<file path="config.mk">
export PLATFORM = sky130hd
export DESIGN_NAME = profiler_window_controller
export DESIGN_NICKNAME = d
export VERILOG_FILES = /design/src/rtl/profiler_window_controller.sv
export SDC_FILE = /design/constraint.sdc
export NUM_CORES = 1
export LEC_CHECK = 0
export ABC_AREA = 0
export CORE_MARGIN = 2
export CORE_UTILIZATION = 30
export CTS_CLUSTER_DIAMETER = 120
export DETAILED_ROUTE_END_ITERATION = 8
export PLACE_DENSITY_LB_ADDON = 0.3
export SLEW_MARGIN = 25
export SYNTH_ARGS = -nofsm -noshare
export SYNTH_HDL_FRONTEND = slang
export SYNTH_SLANG_ARGS = --single-unit
</file>
<file path="constraint.sdc">
create_clock -name clk -period 7.5 [get_ports clk]
set_clock_uncertainty 0.1 [all_clocks]
set_input_delay 2.25 -clock clk [delete_from_list [all_inputs] [get_ports clk]]
set_output_delay 2.25 -clock clk [all_outputs]
set_load 0.05 [all_outputs]
</file>
<file path="src/rtl/profiler_window_controller.sv">
// Window/freeze/dump sequencer for the instruction profiler.
// The profiler stays enabled outside IDLE; freezing is done only by gating the issue strobe.
module profiler_window_controller #(
  parameter int unsigned NUM_COUNTERS = 11,
  parameter int unsigned CNT_W        = 32,
  parameter int unsigned WIN_W        = 32
) (
  input  logic                            clk,
  input  logic                            rst,
  input  logic                            cmd_valid,
  output logic                            cmd_ready,
  input  logic [1:0]                      cmd_op,
  input  logic [WIN_W-1:0]                cmd_window,
  input  logic                            instruction_issued_in,
  output logic                            instruction_issued_out,
  output logic                            prof_enable,
  input  logic [NUM_COUNTERS*CNT_W-1:0]   counters_in,
  output logic                            dump_valid,
  input  logic                            dump_ready,
  output logic [CNT_W-1:0]                dump_data,
  output logic [$clog2(NUM_COUNTERS)-1:0] dump_index,
  output logic                            dump_last,
  output logic                            busy,
  output logic                            window_done,
  output logic [WIN_W-1:0]                cycles_elapsed
);

  localparam int unsigned IDX_W = $clog2(NUM_COUNTERS);
  localparam logic [IDX_W-1:0] LAST_IDX = IDX_W'(NUM_COUNTERS - 1);
  localparam logic [WIN_W-1:0] WIN_ONE  = {{(WIN_W-1){1'b0}}, 1'b1};

  localparam logic [1:0] S_IDLE = 2'd0;
  localparam logic [1:0] S_RUN  = 2'd1;
  localparam logic [1:0] S_HOLD = 2'd2;
  localparam logic [1:0] S_DUMP = 2'd3;

  localparam logic [1:0] OP_CLEAR = 2'b00;
  localparam logic [1:0] OP_START = 2'b01;
  localparam logic [1:0] OP_STOP  = 2'b10;
  localparam logic [1:0] OP_DUMP  = 2'b11;

  logic [1:0]       state_q,     state_d;
  logic [WIN_W-1:0] remaining_q, remaining_d;
  logic [WIN_W-1:0] elapsed_q,   elapsed_d;
  logic             done_q,      done_d;
  logic             dv_q,        dv_d;
  logic [IDX_W-1:0] di_q,        di_d;
  logic [CNT_W-1:0] dd_q,        dd_d;
  logic             dl_q,        dl_d;

  logic             accept;
  logic [WIN_W-1:0] elapsed_inc;
  logic [IDX_W-1:0] di_nxt;
  logic [CNT_W-1:0] cnt_arr [NUM_COUNTERS];

  always_comb begin
    for (int unsigned i = 0; i < NUM_COUNTERS; i++) begin
      cnt_arr[i] = counters_in[i*CNT_W +: CNT_W];
    end
  end

  assign cmd_ready              = (state_q != S_DUMP);
  assign accept                 = cmd_valid & cmd_ready;
  assign prof_enable            = (state_q != S_IDLE);
  assign instruction_issued_out = instruction_issued_in & (state_q == S_RUN);
  assign busy                   = (state_q == S_RUN) | (state_q == S_DUMP);
  assign window_done            = done_q;
  assign cycles_elapsed         = elapsed_q;
  assign dump_valid             = dv_q;
  assign dump_index             = di_q;
  assign dump_data              = dd_q;
  assign dump_last              = dl_q;

  assign elapsed_inc = (elapsed_q == '1) ? elapsed_q : elapsed_q + WIN_ONE;
  assign di_nxt      = di_q + 1'b1;

  always_comb begin
    state_d     = state_q;
    remaining_d = remaining_q;
    elapsed_d   = elapsed_q;
    done_d      = 1'b0;
    dv_d        = dv_q;
    di_d        = di_q;
    dd_d        = dd_q;
    dl_d        = dl_q;
    unique case (state_q)
      S_IDLE: begin
        if (accept && cmd_op == OP_START) begin
          state_d     = S_RUN;
          remaining_d = cmd_window;
          elapsed_d   = '0;
        end
      end
      S_RUN: begin
        elapsed_d = elapsed_inc;
        if (remaining_q != '0) remaining_d = remaining_q - WIN_ONE;
        // An accepted STOP/CLEAR/START overrides expiry on the same edge and suppresses window_done.
        if (accept && cmd_op == OP_STOP) begin
          state_d = S_HOLD;
        end else if (accept && cmd_op == OP_CLEAR) begin
          state_d     = S_IDLE;
          elapsed_d   = '0;
          remaining_d = '0;
        end else if (accept && cmd_op == OP_START) begin
          remaining_d = cmd_window;
        end else if (remaining_q == WIN_ONE) begin
          state_d = S_HOLD;
          done_d  = 1'b1;
        end
      end
      S_HOLD: begin
        if (accept && cmd_op == OP_START) begin
          state_d     = S_RUN;
          remaining_d = cmd_window;
        end else if (accept && cmd_op == OP_DUMP) begin
          state_d = S_DUMP;
          dv_d    = 1'b1;
          di_d    = '0;
          dd_d    = cnt_arr[0];
          dl_d    = (LAST_IDX == '0);
        end else if (accept && cmd_op == OP_CLEAR) begin
          state_d = S_IDLE;
        end
      end
      S_DUMP: begin
        if (dv_q && dump_ready) begin
          if (dl_q) begin
            state_d = S_HOLD;
            dv_d    = 1'b0;
            di_d    = '0;
            dl_d    = 1'b0;
          end else begin
            di_d = di_nxt;
            dd_d = cnt_arr[di_nxt];
            dl_d = (di_nxt == LAST_IDX);
          end
        end
      end
      default: state_d = S_IDLE;
    endcase
  end

  always_ff @(posedge clk or posedge rst) begin
    if (rst) begin
      state_q     <= S_IDLE;
      remaining_q <= '0;
      elapsed_q   <= '0;
      done_q      <= 1'b0;
      dv_q        <= 1'b0;
      di_q        <= '0;
      dd_q        <= '0;
      dl_q        <= 1'b0;
    end else begin
      state_q     <= state_d;
      remaining_q <= remaining_d;
      elapsed_q   <= elapsed_d;
      done_q      <= done_d;
      dv_q        <= dv_d;
      di_q        <= di_d;
      dd_q        <= dd_d;
      dl_q        <= dl_d;
    end
  end

endmodule

</file>
* Word level (Yosys, flattened, before mapping)
Index checks and enable logic that the tools add are counted.
** Operators by class
- Add/subtract/negate cells :: 3
- Order comparisons :: 1
- Eq/ne operators :: 20
- Muxes and demuxes :: 50
- Bitwise logic cells :: 4
- Reduce and logical (&&, ||, !) cells :: 19
** Operators by type and width (count)
- 32-bit 2-to-1 mux :: 15
- 32-bit case mux with 2 select lines :: 3
- 32-bit binary-select mux with 4-bit select :: 1
- 32-bit by 1-bit adder with 32-bit output, second input constant :: 1
- 32-bit by 1-bit equality test with 1-bit output, second input constant :: 1
- 32-bit equality test, second input constant :: 1
- 32-bit nonzero test :: 1
- 32-bit by 1-bit subtractor with 32-bit output, second input constant :: 1
- 2-bit 2-to-1 mux :: 10
- 4-bit 2-to-1 mux :: 4
- 1-bit 2-to-1 mux :: 13
- 2-bit != test, second input constant :: 6
- 5-bit AND reduction :: 2
- 2-bit equality test, second input constant :: 4
- 2-bit case mux with 4 select lines :: 1
- 4-bit case mux with 2 select lines :: 1
- 2-bit nonzero test :: 4
- 6-bit AND reduction :: 1
- 5-bit >= comparator, second input constant :: 1
- 1-bit logical AND :: 5
- 4-bit NOT with 5-bit output :: 1
- 4-bit by 1-bit adder with 4-bit output, second input constant :: 1
- 2-bit by 1-bit equality test with 1-bit output, second input constant :: 2
- 4-bit equality test, second input constant :: 1
- other kinds (11) :: 16
** Word-level totals
- Register bits after elaboration :: 105
- Input port bits :: 391
- Output and inout port bits :: 75
- Word-level logic and storage cells :: 105

* Logic depth before layout (Yosys ltp)
- Depth after elaboration :: 8
- Mapped depth :: 11
- Depth with buffers taken out :: 8

* Least setup slack after synthesis
No wires, ideal clock.
- Path type :: input-to-output
- Start :: input instruction_issued_in
- End :: output instruction_issued_out
- Data arrival time :: 2.657 ns
- Setup slack :: 2.493 ns
- Stages :: 1
- Cells stage by stage :: and2_1
** Between the ends
- Longest elaborated chain between the ends :: 1
** RTL lines
- from (decl) :: RTL line 14 : input logic instruction_issued_in,
- 1-bit bitwise AND :: RTL line 65 : assign instruction_issued_out = instruction_issued_in & (state_q == S_RUN);
- to (decl) :: RTL line 15 : output logic instruction_issued_out,
Every way passes these cells.

* Worst setup path after layout
Ends and elaborated chain as after synthesis.

==> results.md <==
* Reg2reg path depth at 7
* Dominant synthesized flop cell: dfrtp_1
* ANT nets after route at 0
* Worst skew pair latency at 0.36 ns
* Peak VDD IR at 0.000185 V
* # IOs at 466
* Hold-fix buffer count after cts at 0
* Residual DRC at 0
* Gate count of the mapped netlist at 1,074
* Worst Hold Class: reg -> reg
* Largest net degree at the start of global routing at 69
* Critical path required time at 5.15 ns
* Async SR Flop Fraction at 100%
* Critical Path Max Stage Delay at 0.79 ns
* R2R Path Start: dump_index[0]$_DFFE_PP0P_
* Crit. End Element: primary output
* Seq/Total Area, Yosys at 28.5%
* Fin. max-slew vios at 0
* Kind of critical path: in -> out
* Yosys reg bits at 105
* Initial antenna violation count at 14
* CTS Buf Count at 9
* Mean post-synth cell area at 8.59 sq um
* Pin slew with the least headroom to its limit at 1.01 ns
* CTS sink cnt at 105
* Rel. slew slack at 32.7%
* Row count at 64
* Clock Path Buffers at 2
* Worst Hold Launch: dump_data[16]$_DFFE_PP0P_
* Core Region at 30,400 sq um
* Avg WL per Cell at 22.4 um
* Total negative slack at 0 ns
* Endpoints failing setup at 0
* Final Util at 47.7%
* Distinct cells, synth at 71
* Synth area leaders: dfrtp_1 (28%), mux4_2 (16%), a21oi_1 (6.6%)
* DR vias at 10,691
* GRT Total Usage at 25.1%
* Status: finished clean
* Crit. path cell count at 3
* Top achievable clock speed at 168 MHz
* Post-CTS Resized at 0
* Mapped cell area at 9220 sq um
* Crit-path leading delay family: buffers and inverters
* Post-synth net total at 1,471
* Final nets at 1,866
* Hold endpoint: dump_data[16]$_DFFE_PP0P_
* Layout cells sized above 1 at 10.1%
* Buf+Inv Stages, Crit Path at 2
* Final period util at 79.3%
* Maximum fanout along the worst path at 1
* Hold depth at 2
* Area of the die at 32,200 sq um
* Reg2reg setup slack at 3.41 ns
* Routed WL at 42,100 um
* Postcts setup bufs at 0
* Grt total ovfl at 0
* Slowest CP cell: clkdlybuf4s50_1
* Crit start category: input port
* Lkg Pwr at 5.45 nW
* Reg2reg end: dump_data[6]$_DFFE_PP0P_
* Max Cap Viol at 0
* DP HPWL at 31,500 um
* Tmin final at 5.95 ns
* Unrepaired setup endpoints after global routing: false
* Initial Utilization at 30.3%
* Yosys warns at 0
* Global-route wire length before repair at 61,700 um
* Most frequent CP cell: clkdlybuf4s50_1
* FILL cells at 2,951
* IO Port Bufs at 465
* Die Height at 179 um
* Cells along the critical path: clkdlybuf4s50_1 -> and2_1 -> clkdlybuf4s50_1
* Chip Width at 179 um
* First-pass DRT Iterations at 5
* Synth-to-layout area growth at 57.3%
* Clk root buf: clkbuf_16
* Yosys top cell area share at 28.5%
* Number of flops mapped to enable cells by yosys at 0
* Worst EP arrival at 3.60 ns
* Starting DRT DRC Count at 876
* Leading area contributor after synthesis: dfrtp_1
* Max H-tree Level at 3
* Vias in the first global route at 10,253
* Count of final hold-check violations at 0
* Clock slew at reported path FFs at 0.08 ns
* Via-per-instance ratio at 5.68
* CTS tree: done
* Pwr/cell area at 299 nW/um^2
* GPL Wtd Cong at 0.897
## cells in the final DEF (no fill, tap or decap), types with 4 or more instances in the layout
cell type        instances
nand2_1                109
dfrtp_1                104
nor4_1                  21
nor4b_1                  4
and4_1                   8
buf_4                   12
o311ai_0                 6
a31oi_1                 15
o41ai_1                  4
a21oi_1                121
mux4_2                  64
clkbuf_16                9
o21ai_0                 54
clkdlybuf4s50_1        465
a221oi_1                 4
or3_1                    8
o211ai_1                 5
a21o_1                   7
nand4_1                 14
and3_1                   6
a22o_1                  34
o31ai_1                 12
nand3_1                 33
ha_1                     5
a221o_1                 34
nor2_1                 159
a22oi_1                  7
o22a_1                   4
or4_1                    6
xnor2_1                  6
nor3_1                  15
inv_1                    8
diode_2                 12
mux2_2                  33
## Yosys cell counts, types with 3 or more instances
library cell and instances:
o41ai_1 4, nand2b_1 3, mux2_2 33, o211ai_1 5, or3_1 8, nand4_1 14, buf_1 8, and4_1 8
and2_1 4, mux4_2 64, a22o_1 34, xnor2_1 8, o22a_1 4, nor3_1 15, nor4_1 21, o311ai_0 6
a22oi_1 7, o21ai_0 56, dfrtp_1 105, nor2_1 161, a221oi_1 4, o31ai_1 13, nand3_1 33, a2111oi_0 3
nand2_1 109, clkbuf_1 80, xor2_1 3, ha_1 6, a21oi_1 121, buf_2 4, o21ai_1 3, or4_1 6
a221o_1 34, nor4b_1 4, a21o_1 7, and3_1 6, a31oi_1 15, inv_1 10
## metal layers
metal	global-route usage [%]	routed length [um]	vias up	share of wire [%]
met5	0	40	-	0.095
met4	10.0	1190	6	2.8
met3	6.88	3540	62	8.4
met2	42.0	20800	450	49
met1	30.8	16500	5229	39
li1	-	-	4944	-
## worst max-delay path by stage
| stage | startpoint | to |
|---|---|---|
| floorplan | rst | cycles_elapsed[0]$_DFFE_PP0P_ |
| finish | instruction_issued_in | instruction_issued_out |
| detailed placement | instruction_issued_in | instruction_issued_out |
| global placement | instruction_issued_in | instruction_issued_out |
| CTS | instruction_issued_in | instruction_issued_out |
| global route | instruction_issued_in | instruction_issued_out |
## final cells by class
class	count	area [sq um]	area share (%)
multi-input combinational	866	6260	43.1
timing repair buffer	477	4740	32.7
sequential	105	2630	18.1
tap	396	495	3.41
clock buffer	9	225	1.55
clock inverter	7	82.6	0.569
inverter	10	40.0	0.276
antenna	12	30.0	0.207
## stage by stage
stage | instances | cell area, sq um | total power, mW | hold slack, ns | worst slack (ns)
2_1_floorplan | 1074 | 9220 | 2.91 | 0.397 | 2.39
3_3_place_gp | 1854 | 14200 | 3.79 | 0.362 | 1.53
3_5_place_dp | 1854 | 14200 | 3.83 | 0.379 | 1.56
4_1_cts | 1870 | 14500 | 4.36 | 0.398 | 1.55
5_1_grt | 1880 | 14500 | 4.63 | 0.429 | 1.50
6_report | 1882 | 14500 | 4.34 | 0.389 | 1.55
## sequential cells by signal, summed over array words and instances (netlist names)
name / flops
state_q: 2
window_done: 1
dump_valid: 1
dump_data: 32
remaining_q: 32
dump_index: 4
dump_last: 1
cycles_elapsed: 32
## tightest hold or removal path: stages (launching register included)
cell	delay (ns)
dfrtp_1	0.35
nand2_1	0.05
o31ai_1	0.05
## cells by family (layout without fill, tap and decap cells)
kind of cell,Yosys count,count (layout),synth area share [%]
and+or+nand+nor,409,409,20.6
AOI/OAI and AO/OA,341,341,24.8
DFF,105,105,28.5
buffers and inverters,103,503,4.33
muxes,99,99,19.9
xor gates and xnor gates,11,11,1.04
adders and majority gates,6,6,0.814
other,0,12,0
## power by group
part	leakage [nW]	switching, mW	internal (mW)	total (mW)
sequential	1.35	0.240	0.750	0.990
combinational	3.95	1.59	1.24	2.83
clock	0.148	0.275	0.242	0.517
total	5.45	2.11	2.23	4.34
No activity file was read; power rests on OpenSTA's default activity.
